[src/rtl/serial_byte_receiver.sv]
// Serial-to-parallel receiver: rebuilds WIDTH-bit frames delivered MSB- or LSB-first
// into a one-entry valid/ready output buffer, with sticky overrun and frame-abort flags.
module serial_byte_receiver #(
    parameter int WIDTH = 8
) (
    input  logic             clk,
    input  logic             reset,
    input  logic             sin,
    input  logic             sin_valid,
    input  logic             start,
    input  logic             dir,
    output logic [WIDTH-1:0] dout,
    output logic             dout_valid,
    input  logic             dout_ready,
    output logic             busy,
    output logic             overrun,
    output logic             frame_err,
    input  logic             clr_err
);

    localparam int CW = $clog2(WIDTH);

    typedef enum logic {
        IDLE = 1'b0,
        RECV = 1'b1
    } state_t;

    state_t           state_q, state_d;
    logic [CW-1:0]    cnt_q, cnt_d;
    logic [WIDTH-1:0] shreg_q, shreg_d;
    logic             dir_q, dir_d;
    logic [WIDTH-1:0] dout_q, dout_d;
    logic             dout_valid_q, dout_valid_d;
    logic             overrun_q, overrun_d;
    logic             frame_err_q, frame_err_d;

    logic             start_bit;
    logic             data_bit;
    logic             last_bit;
    logic             dir_eff;
    logic [WIDTH-1:0] shift_base;
    logic [WIDTH-1:0] shifted;

    // A start bit always opens a fresh frame, even mid-frame, so it sees a cleared
    // register and the newly presented bit order.
    assign start_bit  = sin_valid && start;
    assign data_bit   = sin_valid && !start && (state_q == RECV);
    assign last_bit   = (cnt_q == CW'(WIDTH - 1));
    assign dir_eff    = start_bit ? dir : dir_q;
    assign shift_base = start_bit ? '0 : shreg_q;
    assign shifted    = dir_eff ? {sin, shift_base[WIDTH-1:1]}
                                : {shift_base[WIDTH-2:0], sin};

    // NOTE: sequential state uses non-blocking assignments so every register samples
    // pre-edge values regardless of statement order.
    always_ff @(posedge clk or posedge reset) begin
        if (reset) begin
            state_q <= IDLE;
        end else begin
            state_q <= state_d;
        end
    end

    // NOTE: each always_comb output is given a default first, so no path infers a latch.
    always_comb begin
        state_d = state_q;
        case (state_q)
            IDLE:    if (start_bit) state_d = RECV;
            RECV:    if (data_bit && last_bit) state_d = IDLE;
            default: state_d = IDLE;
        endcase
    end

    always_comb begin
        busy = (state_q == RECV);
    end

    always_comb begin
        cnt_d        = cnt_q;
        shreg_d      = shreg_q;
        dir_d        = dir_q;
        dout_d       = dout_q;
        dout_valid_d = dout_valid_q;
        overrun_d    = overrun_q;
        frame_err_d  = frame_err_q;

        if (clr_err) begin
            overrun_d   = 1'b0;
            frame_err_d = 1'b0;
        end
        if (dout_valid_q && dout_ready) begin
            dout_valid_d = 1'b0;
        end

        // Set conditions come after the clear so a coincident event wins.
        if (start_bit) begin
            dir_d   = dir;
            shreg_d = shifted;
            cnt_d   = CW'(1);
            if (state_q == RECV) begin
                frame_err_d = 1'b1;
            end
        end else if (data_bit) begin
            shreg_d = shifted;
            if (last_bit) begin
                cnt_d = '0;
                if (!dout_valid_q || dout_ready) begin
                    dout_d       = shifted;
                    dout_valid_d = 1'b1;
                end else begin
                    overrun_d = 1'b1;
                end
            end else begin
                cnt_d = cnt_q + CW'(1);
            end
        end
    end

    always_ff @(posedge clk or posedge reset) begin
        if (reset) begin
            cnt_q        <= '0;
            shreg_q      <= '0;
            dir_q        <= 1'b0;
            dout_q       <= '0;
            dout_valid_q <= 1'b0;
            overrun_q    <= 1'b0;
            frame_err_q  <= 1'b0;
        end else begin
            cnt_q        <= cnt_d;
            shreg_q      <= shreg_d;
            dir_q        <= dir_d;
            dout_q       <= dout_d;
            dout_valid_q <= dout_valid_d;
            overrun_q    <= overrun_d;
            frame_err_q  <= frame_err_d;
        end
    end

    assign dout       = dout_q;
    assign dout_valid = dout_valid_q;
    assign overrun    = overrun_q;
    assign frame_err  = frame_err_q;

endmodule

[config.mk]
export PLATFORM = sky130hd
export DESIGN_NAME = serial_byte_receiver
export DESIGN_NICKNAME = d
export VERILOG_FILES = /design/src/rtl/serial_byte_receiver.sv
export SDC_FILE = /design/constraint.sdc
export NUM_CORES = 1
export LEC_CHECK = 0
export ABC_CLOCK_PERIOD_IN_PS = 2660
export CAP_MARGIN = 20
export CORE_ASPECT_RATIO = 1.1
export CORE_MARGIN = 5
export CORE_UTILIZATION = 50
export CTS_CLUSTER_SIZE = 10
export DETAILED_ROUTE_END_ITERATION = 12
export HOLD_SLACK_MARGIN = 0.12
export PLACE_DENSITY_LB_ADDON = 0.15
export SYNTH_ARGS = -nofsm -noshare
export SYNTH_HDL_FRONTEND = slang
export SYNTH_SLANG_ARGS = --single-unit
[constraint.sdc]
create_clock -name clk -period 2.66 [get_ports clk]
set_input_delay 0.266 -clock clk [delete_from_list [all_inputs] [get_ports clk]]
set_output_delay 0.266 -clock clk [all_outputs]
set_load 0.02 [all_outputs]
---- After elaboration in Yosys (flattened, before gate mapping) ----
Cells that the tools add are included.
storage, ports and cells
  flip-flop bits (word level) ............. 24
  bits in latches ......................... 0
  memory bits (writable) .................. 0
  memory bits (read-only) ................. 0
  input bits .............................. 8
  output and inout port bits .............. 12
  logic and storage cells ................. 46
  memories kept ........................... 0
operators by class
  $add $sub $neg .......................... 1
  $mul .................................... 0
  divide/modulo/power cells ............... 0
  magnitude comparators ................... 0
  equal/unequal tests ..................... 1
  shift-type cells ........................ 0
  mux-type cells .......................... 24
  bitwise logic cells ..................... 2
  reduce and logical (&&, ||, !) cells .... 10
operators by type and width
  cell                                                           count
  8-bit 2-to-1 mux                                               4
  1-bit 2-to-1 mux                                               16
  3-bit 2-to-1 mux                                               3
  1-bit logical AND                                              5
  4-bit AND reduction                                            1
  3-bit by 1-bit adder with 3-bit output, second input constant  1
  3-bit == test, second input constant                           1
  1-bit logical NOT                                              2
  1-bit inverter                                                 2
  1-bit one-hot mux with 2 select lines                          1
  2-bit nonzero test                                             1
  1-bit logical OR                                               1

---- Longest topological paths before layout ----
Gate-level depths: netlist of the first run.
  depth after elaboration ................. 6
  gate-level depth with buffers ........... 5
  gate-level depth less buffers ........... 5

---- Worst setup path before layout of the first run ----
OpenSTA, ideal clock, no wires.
  path kind ............................... register -> register
  from .................................... register state_q (netlist: busy)
  to ...................................... register dout_q[1] (netlist: dout[1])
  setup time .............................. 0.125 ns
  data arrival time ....................... 1.381 ns
  data required time ...................... 2.535 ns
  path slack .............................. 1.154 ns
  stages on the path, launching flop included .. 5
  path buffers ............................ 1
  period minus slack after synthesis ...... 1.506 ns
  path through ............................ dfrtp_1 and3b_1 and3_1 buf_6 mux2_4
between the ends
  cells in the longest elaborated chain, start to end .. 2
RTL lines
  element                               line  source
  start: declaration                    28    state_t state_q, state_d;
  start signal: assignment              60    state_q <= state_d;
  1-bit logical AND                     47    assign data_bit = sin_valid && !start && (state_q == RECV);
  4-bit AND reduction (no source line)  -
  end signal: assignment                132   dout_q <= dout_d;
  end: declaration                      32    logic [WIDTH-1:0] dout_q, dout_d;
No other way between the ends.
A chain may end at the register's enable or synchronous reset.

---- Final worst setup path of the first run ----
  from .................................... input port sin_valid
  to ...................................... register dout_q[1] (netlist: dout[1])
between the ends
  cells in the longest elaborated chain, start to end .. 3
  elaborated cells between the ends (all ways) .. 8
  classes of those cells .................. mux: 3; bitwise: 1; reduce/logical: 4
RTL lines
  element                                                  line    source
  start: declaration                                       9       input logic sin_valid,
  1-bit logical AND, on equally long branches              46, 47
  8-bit 2-to-1 mux, or another cell as far along           50      assign shift_base = start_bit ? '0 : shreg_q;
  8-bit 2-to-1 mux or 4-bit AND reduction (tied branches)  -
Several ways; a longest one is shown, not always the timed one.

==> results_dict.tcl, run 1 <==
set metrics [dict create \
    status "finished clean" \
    met1_usage_pct 24.1 \
    arrival_ps 2030 \
    drt-initial-drc-count 23 \
    synth_warnings 0 \
    grt_max_degree 25 \
    final_cell_mix "dfrtp_1 (24), clkdlybuf4s50_1 (19), nand2_1 (15), o21ai_0 (8)" \
    ys_seq_elements 24 \
    slew_violations 0 \
    worst_r2r_startpoint "cnt_q[0]$_DFFE_PP0P_" \
    start_util_pct 51.3 \
    syn_area_sq_um 1120 \
    yosys-top-cells-area "dfrtp_1 (54%), mux2_4 (8.0%), mux2i_1 (6.3%)" \
    die-area_sq_um 3290 \
    io_pins 20 \
    overflow 0 \
    final_common_cell "dfrtp_1" \
    ctsResizeCount 0 \
    final_antenna_net_count 0 \
    insertion_delay_ps 320 \
    synthesis.instances 100 \
    cp.buffers_inverters 1 \
    layout-drive-gt1-share_pct 11.9 \
    post-cts-setup-buffer-count 0 \
    report.final.hold_viol_count 0 \
    coreArea_sq_um 2180 \
    grt_pass1_wl_mm 3.65 \
    slew-limit-headroom_pct 39.7 \
    rrSetupSlack_ps 920 \
    first_pass_iters 4 \
    cts_tree "yes" \
    first_global_vias 759 \
    worstSetupPathType "in2reg" \
    wl_per_cell_um 14.0 \
    pwr_density_cell_nw_per_um2 557 \
    cts_inserted_buffers 3 \
    met3_usage_pct 2.27 \
    die_x_um 55.1 \
    drt-total-wl_mm 2.07 \
    htreeDepth 1 \
    power.leakage_uw 0.000627 \
    critPathSlowestCell "clkdlybuf4s50_1" \
    finalCriticalPeriod_ps 1820 \
    crit_family "simple AND/OR/NAND/NOR gates" \
    busiest_layer "met1" \
    r2r_cells 4 \
    critical_path.max_fanout 10 \
    r2r-end "dout[1]$_DFFE_PP0P_" \
    grtUsageMet2_pct 21.5 \
    final_cells 148 \
    path_clk_slew_ps 120 \
    dieHeight_um 59.6 \
    viasPerCell 5.13 \
    ctsHoldBuffers 0 \
    vias 759 \
    min_period_over_period_pct 68.4 \
    timing.fmax_mhz 550 \
    placed_cells 144 \
    cts_sinks 24 \
    synth-compound-area-share_pct 11.7 \
    fin_util_pct 61.8 \
    ff_latch_area_sq_um 601 \
    synthSimpleGateAreaFrac_pct 12.7 \
    synth_nets 110 \
    layout.nets 129 \
    required_ps 2870 \
    antenna_found_initial 0 \
    avgSynthCellArea_sq_um 11.2 \
    synth_top_family_by_area "multiplexers" \
    skew_ps 2.73 \
    synthMuxAreaShare_pct 15.3 \
    synth_top_cell_by_area "dfrtp_1" \
    core.rowCount 18 \
    drc 0 \
    yosys.cell_types.count 28 \
    grt_use_total_pct 15.7 \
    synth_top_cell_area_share_pct 53.6 \
    synth_xor_area_share_pct 0 \
    diodes 0 \
    clockBufferDepth 2 \
    synth-seq-area-share_pct 53.6 \
    hpwl_mm 1.50 \
    worstMarginPinSlew_ps 904 \
    cpPeakStageDelay_ps 630 \
    start_kind "input pin" \
    gp_congestion 0.776 \
    fillers 184 \
    synthToLayoutAreaGrowth_pct 20.6 \
    setup_violations 0 \
    vdd_drop_max_mv 0.338 \
    critPathCaptureType "flop" \
    cts_root_buf "clkbuf_4" \
    worstPathCellList "clkdlybuf4s50_1, and3b_1, and3_1, mux2_4" \
    finalSetupTns_ps 0 \
    multi_input_area_sq_um 470 \
    synthAdderAreaFrac_pct 2.23 \
    worst_hold_path_type "in2async" \
    port-buffer-count 19 \
    cap_viol_max_count 0 \
    rsz0062_at_grt "no" \
]
flip-flops by register name (all words and copies together), names as in the netlist:
signal	cells
dout	8
shreg_q	8
cnt_q	3
busy	1
dir_q	1
dout_valid	1
frame_err	1
overrun	1
layer usage:
layer  share of wire [%]  vias to the layer above
met2                  44                       15
met3                 3.9                        5
li1                    -                      378
met5                   0                        -
met4                 2.3                        0
met1                  50                      361
synth_stat cells:
library cell   n
a22o_1         2
and2_1         2
buf_6          1
mux2i_1        7
mux2_2         1
o21ai_0        8
mux2_4         6
o21a_1         1
and3b_1        1
buf_2          3
inv_1          4
o22ai_1        1
nor3b_1        1
a32oi_1        1
buf_4          1
ha_1           2
or2_2          1
a21bo_2        2
a21o_1         1
nand3b_1       1
nand3_1        1
nor2_1         7
nand2b_1       1
a31oi_1        3
dfrtp_1       24
o21ai_1        1
nand2_1       15
and3_1         1
per-stage QoR:
step / hold slack (ps) / instance area [sq um] / setup slack [ps] / total power, uW
after floorplan: 281 / 1120 / 1150 / 517
after CTS: 446 / 1350 / 856 / 763
final: 430 / 1350 / 840 / 752
after detailed placement: 494 / 1310 / 507 / 572
after global routing: 519 / 1350 / 756 / 796
after global placement: 475 / 1310 / 540 / 568
report_power, final:
| group | internal, uW | switching [uW] | total (uW) | leakage, uW |
|---|---|---|---|---|
| Sequential | 397 | 27.5 | 424 | 0.000314 |
| Clock | 83.8 | 106 | 190 | 0.0000210 |
| Combinational | 70.9 | 66.8 | 138 | 0.000292 |
| Total | 551 | 200 | 752 | 0.000627 |
worst max-delay path by stage:
stage | startpoint | to | slack, ps | depth (start not counted)
after floorplan | busy$_DFF_PP0_ | dout[1]$_DFFE_PP0P_ | 1150 | 4
after global placement | sin_valid | dout[2]$_DFFE_PP0P_ | 540 | 4
after detailed placement | sin_valid | dout[1]$_DFFE_PP0P_ | 510 | 4
after CTS | sin_valid | dout[6]$_DFFE_PP0P_ | 860 | 4
after global routing | sin_valid | dout[1]$_DFFE_PP0P_ | 760 | 4
final | sin_valid | dout[1]$_DFFE_PP0P_ | 840 | 4
cell type report:
class	count	share of cell area, %
clock buffer	4	2.69
inverter	4	1.11
multi-input combinational	67	34.8
sequential	24	44.5
tap	30	2.78
timing repair buffer	19	14.1
kinds of logic after synthesis:
logic type	count (synthesis)
muxes	14
DFF	24
adders and majority gates	2
buffers and inverters	9
and+or+nand+nor	31
AOI/OAI and AO/OA	20
No activity file was read; power rests on OpenSTA's default activity.
==> run 2, diff against run 1 <==
--- a/config.mk
+++ b/config.mk
@@ -5,7 +5,7 @@
 export SDC_FILE = /design/constraint.sdc
 export NUM_CORES = 1
 export LEC_CHECK = 0
-export ABC_CLOCK_PERIOD_IN_PS = 2660
+export ABC_CLOCK_PERIOD_IN_PS = 1800
 export CAP_MARGIN = 20
 export CORE_ASPECT_RATIO = 1.1
 export CORE_MARGIN = 5
==> constraint.sdc (replaced) <==
create_clock -name clk -period 1.8 [get_ports clk]
set_input_delay 0.18 -clock clk [delete_from_list [all_inputs] [get_ports clk]]
set_output_delay 0.18 -clock clk [all_outputs]
set_load 0.02 [all_outputs]
==> results_dict.tcl, run 2 (same netlist as run 1, synthesis figures left out) <==
set metrics [dict create \
    drt-initial-drc-count 15 \
    fin_util_pct 64.9 \
    synthToLayoutAreaGrowth_pct 26.7 \
    vias 794 \
    grt_max_degree 25 \
    worst_hold_path_type "in2async" \
    fillers 186 \
    first_pass_iters 4 \
    final_antenna_net_count 0 \
    cap_viol_max_count 0 \
    vdd_drop_max_mv 0.479 \
    setup_violations 0 \
    met3_usage_pct 2.27 \
    ctsHoldBuffers 0 \
    critPathCaptureType "primary output" \
    final_common_cell "dfrtp_1" \
    setup.worst_path.start "busy$_DFF_PP0_" \
    drc 0 \
    timing.fmax_mhz 621 \
    dieHeight_um 59.6 \
    slew-limit-headroom_pct 72.4 \
    critPathSlowestCell "clkdlybuf4s50_1" \
    clockBufferDepth 2 \
    overflow 0 \
    ctsResizeCount 0 \
    min_period_over_period_pct 89.4 \
    wl_per_cell_um 14.1 \
    required_ps 1620 \
    cts_root_buf "clkbuf_4" \
    gp_congestion 0.756 \
    start_util_pct 51.3 \
    worstSetupPathType "reg2out" \
    grtUsageMet2_pct 25.5 \
    layout.nets 136 \
    core.rowCount 18 \
    finalSetupTns_ps 0 \
    grt_use_total_pct 16.2 \
    worst_r2r_startpoint "cnt_q[0]$_DFFE_PP0P_" \
    htreeDepth 1 \
    cts_tree "yes" \
    final_cell_mix "dfrtp_1 (24), clkdlybuf4s50_1 (19), nand2_1 (15), o21ai_0 (8)" \
    insertion_delay_ps 310 \
    cts_sinks 24 \
    slew_violations 0 \
    layout-drive-gt1-share_pct 16.8 \
    grt_pass1_wl_mm 3.87 \
    die_x_um 55.1 \
    path_clk_slew_ps 140 \
    port-buffer-count 19 \
    arrival_ps 1430 \
    viasPerCell 5.12 \
    cpPeakStageDelay_ps 650 \
    hold_ws_ps 209 \
    met1_usage_pct 23.3 \
    drt-total-wl_mm 2.18 \
    post-cts-setup-buffer-count 0 \
    hpwl_mm 1.64 \
    report.final.hold_viol_count 0 \
    critical_path.max_fanout 8 \
    worstMarginPinSlew_ps 415 \
    status "finished clean" \
    power.leakage_uw 0.000668 \
    cts_inserted_buffers 3 \
    finalCriticalPeriod_ps 1610 \
    crit_family "buffers and inverters" \
    first_global_vias 864 \
    antenna_found_initial 0 \
    worstPathCellList "clkdlybuf4s50_1" \
    cp.buffers_inverters 1 \
    coreArea_sq_um 2180 \
    busiest_layer "met2" \
    io_pins 20 \
    die-area_sq_um 3290 \
    pwr_density_cell_nw_per_um2 868 \
    diodes 0 \
    dpl_worst_slack_ps 87.0 \
    start_kind "flop" \
    skew_ps 7.86 \
    fin_ws_ps 191 \
    rsz0062_at_grt "no" \
]
## run 2: changes by cell type in the layout (fill, tap and decap cells not counted)
| cell | delta |
|---|---|
| buf_4 | +7 |
| bufinv_16 | +1 |
| clkbuf_8 | -1 |
## run 2: where the power goes
group / internal (uW) / leakage [uW] / switching [uW] / total, uW
registers: 586 / 0.000314 / 42.1 / 629
logic: 114 / 0.000327 / 103 / 217
clock network: 225 / 0.0000279 / 162 / 387
total: 926 / 0.000668 / 306 / 1230
## run 2: metal layers
layer,vias to the layer above,wire [um]
met3,0,81
met2,14,1060
li1,395,-
met5,-,0
met1,385,1040
met4,0,0
## run 2: final cells by class
type	instances	area, sq um	area share (%)
clock buffer	3	22.5	1.59
clock inverter	1	30.0	2.12
inverter	4	15.0	1.06
multi-input combinational	67	470	33.2
sequential	24	601	42.3
tap	30	37.5	2.65
timing repair buffer	26	243	17.1
## run 2: path summary, 6_finish.rpt
check / slack [ps] / to / cells after the start
setup / recovery: 190 / busy / 1
hold / removal: 210 / dout[5]$_DFFE_PP0P_ / 3
setup reg to reg: 200 / dout[2]$_DFFE_PP0P_ / 5
hold reg to reg: 510 / shreg_q[0]$_DFFE_PP0P_ / 2
max in group asynchronous: 1360 / dout[7]$_DFFE_PP0P_ / 3
min in group clk: 450 / frame_err$_DFF_PP0_ / 2
## run 2: metrics by stage
stage | std cells | cell area, sq um | power (uW)
2_1_floorplan | 100 | 1120 | 763
3_3_place_gp | 151 | 1370 | 850
3_5_place_dp | 151 | 1370 | 859
4_1_cts | 155 | 1420 | 1240
5_1_grt | 155 | 1420 | 1300
6_report | 155 | 1420 | 1230
==> run 3, diff against run 2 <==
--- a/config.mk
+++ b/config.mk
@@ -5,11 +5,12 @@
 export SDC_FILE = /design/constraint.sdc
 export NUM_CORES = 1
 export LEC_CHECK = 0
+export ABC_AREA = 1
 export ABC_CLOCK_PERIOD_IN_PS = 1800
-export CAP_MARGIN = 20
 export CORE_ASPECT_RATIO = 1.1
 export CORE_MARGIN = 5
 export CORE_UTILIZATION = 50
+export CTS_CLUSTER_DIAMETER = 80
 export CTS_CLUSTER_SIZE = 10
 export DETAILED_ROUTE_END_ITERATION = 12
 export HOLD_SLACK_MARGIN = 0.12
==> results_dict.tcl, run 3 <==
set metrics [dict create \
    syn_area_sq_um 1080 \
    p_sw_uw 325 \
    min_period_over_period_pct 84.7 \
    power.leakage_uw 0.000680 \
    arrival_ps 1340 \
    combPwrFrac_pct 19.0 \
    synthTopCellsByCount "nand2_1 (49), dfrtp_1 (24), o21ai_0 (12)" \
    worstMarginPinSlew_ps 320 \
    cap_viol_max_count 0 \
    seqPwrFrac_pct 56.0 \
    skew_ps 2.45 \
    synthesis.instances 125 \
    cts_tree "yes" \
    slew_violations 0 \
    finalSetupTns_ps 0 \
    status "finished clean" \
    dr_wl_met2_mm 1.05 \
    die_x_um 54.4 \
    final_antenna_net_count 0 \
    worstPathCellList "clkdlybuf4s50_1" \
    htreeDepth 1 \
    finalCriticalPeriod_ps 1520 \
    ctsResizeCount 0 \
    required_ps 1620 \
    wl_met1_um 951 \
    synthFlopType "dfrtp_1" \
    worst_r2r_startpoint "cnt_q[0]$_DFFE_PP0P_" \
    synth_warnings 0 \
    power_uw 1130 \
    start_kind "flop" \
    post-cts-setup-buffer-count 0 \
    critPathCaptureType "primary output" \
    layout.nets 159 \
    setup_violations 0 \
    clockPowerShare_pct 25.0 \
    p_int_uw 807 \
    core.rowCount 17 \
    yosys-top-cells-area "dfrtp_1 (55%), nand2_1 (17%), o21ai_0 (5.5%)" \
    drt-total-wl_mm 2.15 \
    grt_pass1_wl_mm 3.81 \
    top_layer "met4" \
    synthToLayoutAreaGrowth_pct 24.4 \
    first_global_vias 845 \
    hold_ws_ps 202 \
    synthArstFlopShare_pct 100 \
    cts_sinks 24 \
    rsz0062_at_grt "no" \
    cts_root_buf "clkbuf_4" \
    wl_per_cell_um 12.2 \
    grt_use_total_pct 16.3 \
    wl_met3_um 124 \
    yosys.cell_types.count 18 \
    vias 864 \
    grt_max_degree 25 \
    insertion_delay_ps 310 \
    hpwl_mm 1.69 \
    coreArea_sq_um 2040 \
    swShare_pct 28.7 \
    io_pins 20 \
    ctsHoldBuffers 0 \
    synth_nets 135 \
    synth-seq-area-share_pct 55.4 \
    cp.buffers_inverters 1 \
    cts_inserted_buffers 3 \
    layout-drive-gt1-share_pct 9.46 \
    gp_congestion 0.820 \
    worstSetupPathType "reg2out" \
    final_cells 176 \
    placed_cells 172 \
    path_clk_slew_ps 130 \
    ys_seq_elements 24 \
    report.final.hold_viol_count 0 \
    crit_family "buffers and inverters" \
    final_cell_mix "nand2_1 (49), dfrtp_1 (24), clkdlybuf4s50_1 (19), o21ai_0 (12), inv_1 (11)" \
    antenna_found_initial 0 \
    fin_util_pct 66.0 \
    critical_path.max_fanout 4 \
    pwr_density_cell_nw_per_um2 840 \
    synth.most_common_cell "nand2_1" \
    critPathSlowestCell "clkdlybuf4s50_1" \
    port-buffer-count 19 \
    fillers 178 \
    synth_top_cell_by_area "dfrtp_1" \
    drt-initial-drc-count 32 \
    cpPeakStageDelay_ps 620 \
    timing.fmax_mhz 656 \
    viasPerCell 4.91 \
    worst_hold_path_type "in2async" \
    setup.worst_path.start "busy$_DFF_PP0_" \
    final_common_cell "nand2_1" \
    vdd_drop_max_mv 0.663 \
    diodes 0 \
    first_pass_iters 5 \
    synth_top_cell_area_share_pct 55.4 \
    synth_edf_count 0 \
    slew-limit-headroom_pct 78.7 \
    overflow 0 \
    clockBufferDepth 2 \
    start_util_pct 53.1 \
    dieHeight_um 58.8 \
    avgSynthCellArea_sq_um 8.67 \
    drc 0 \
    die-area_sq_um 3200 \
]
-- run 3: cell count changes after synthesis, sizes merged, moves of 2 or more --
cell | before | now
nand2 | 15 | 52
a21bo | 2 | 0
nor2 | 7 | 10
inv | 4 | 12
nand3 | 1 | 5
and2 | 2 | 0
buf | 5 | 1
o21ai | 9 | 13
mux2i | 7 | 0
a31oi | 3 | 0
mux2 | 7 | 0
-- run 3: power by group through the flow --
stage	sequential (uW)	clock (uW)	combinational, uW
6_report	634	283	215
5_1_grt	643	312	247
4_1_cts	634	286	217
3_5_place_dp	643	0	217
3_3_place_gp	641	0	209
2_1_floorplan	644	0	133
-- run 3: path summary, 6_finish.rpt --
kind / end / slack (ps) / depth (start not counted)
max: busy / 280 / 1
min: cnt_q[1]$_DFFE_PP0P_ / 200 / 3
max reg2reg: dout[7]$_DFFE_PP0P_ / 450 / 6
min reg2reg: shreg_q[0]$_DFFE_PP0P_ / 490 / 2
max in group asynchronous: dout[5]$_DFFE_PP0P_ / 1370 / 3
min in group clk: dir_q$_DFF_PP0_ / 470 / 3
-- run 3: area by class of cell --
class                      count  area (sq um)  area share (%)
multi-input combinational     87           422            31.3
tap                           28          35.0            2.60
timing repair buffer          20           198            14.7
clock buffer                   4          36.3            2.69
inverter                      13          56.3            4.18
sequential                    24           601            44.6
-- run 3: worst min-delay path: cells and delay by family --
family | cells | cell delay (ps)
buf+inv | 3 | 750
-- run 3: logic make-up (layout without fill, tap and decap cells) --
kind of cell	Yosys count	after routing	share of synthesized area, %
AO/OA/AOI/OAI	18	18	9.82
adder cells (fa/ha/maj)	2	2	2.31
buffers and inverters	14	37	5.66
flip-flops	24	24	55.4
AND/OR/NAND/NOR	67	67	26.8
-- run 3: through the flow --
stage	setup slack [ps]	instance area, sq um
detailed placement	324	1310
CTS	266	1350
finish	276	1350
floorplan	575	1080
global placement	349	1310
global route	212	1350
-- run 3: metal layers --
layer  GRT usage (%)  vias to the layer above
li1                -                      442
met1            21.0                      387
met2            27.2                       31
met3            3.04                        4
met4            5.34                        0
met5               0                        -
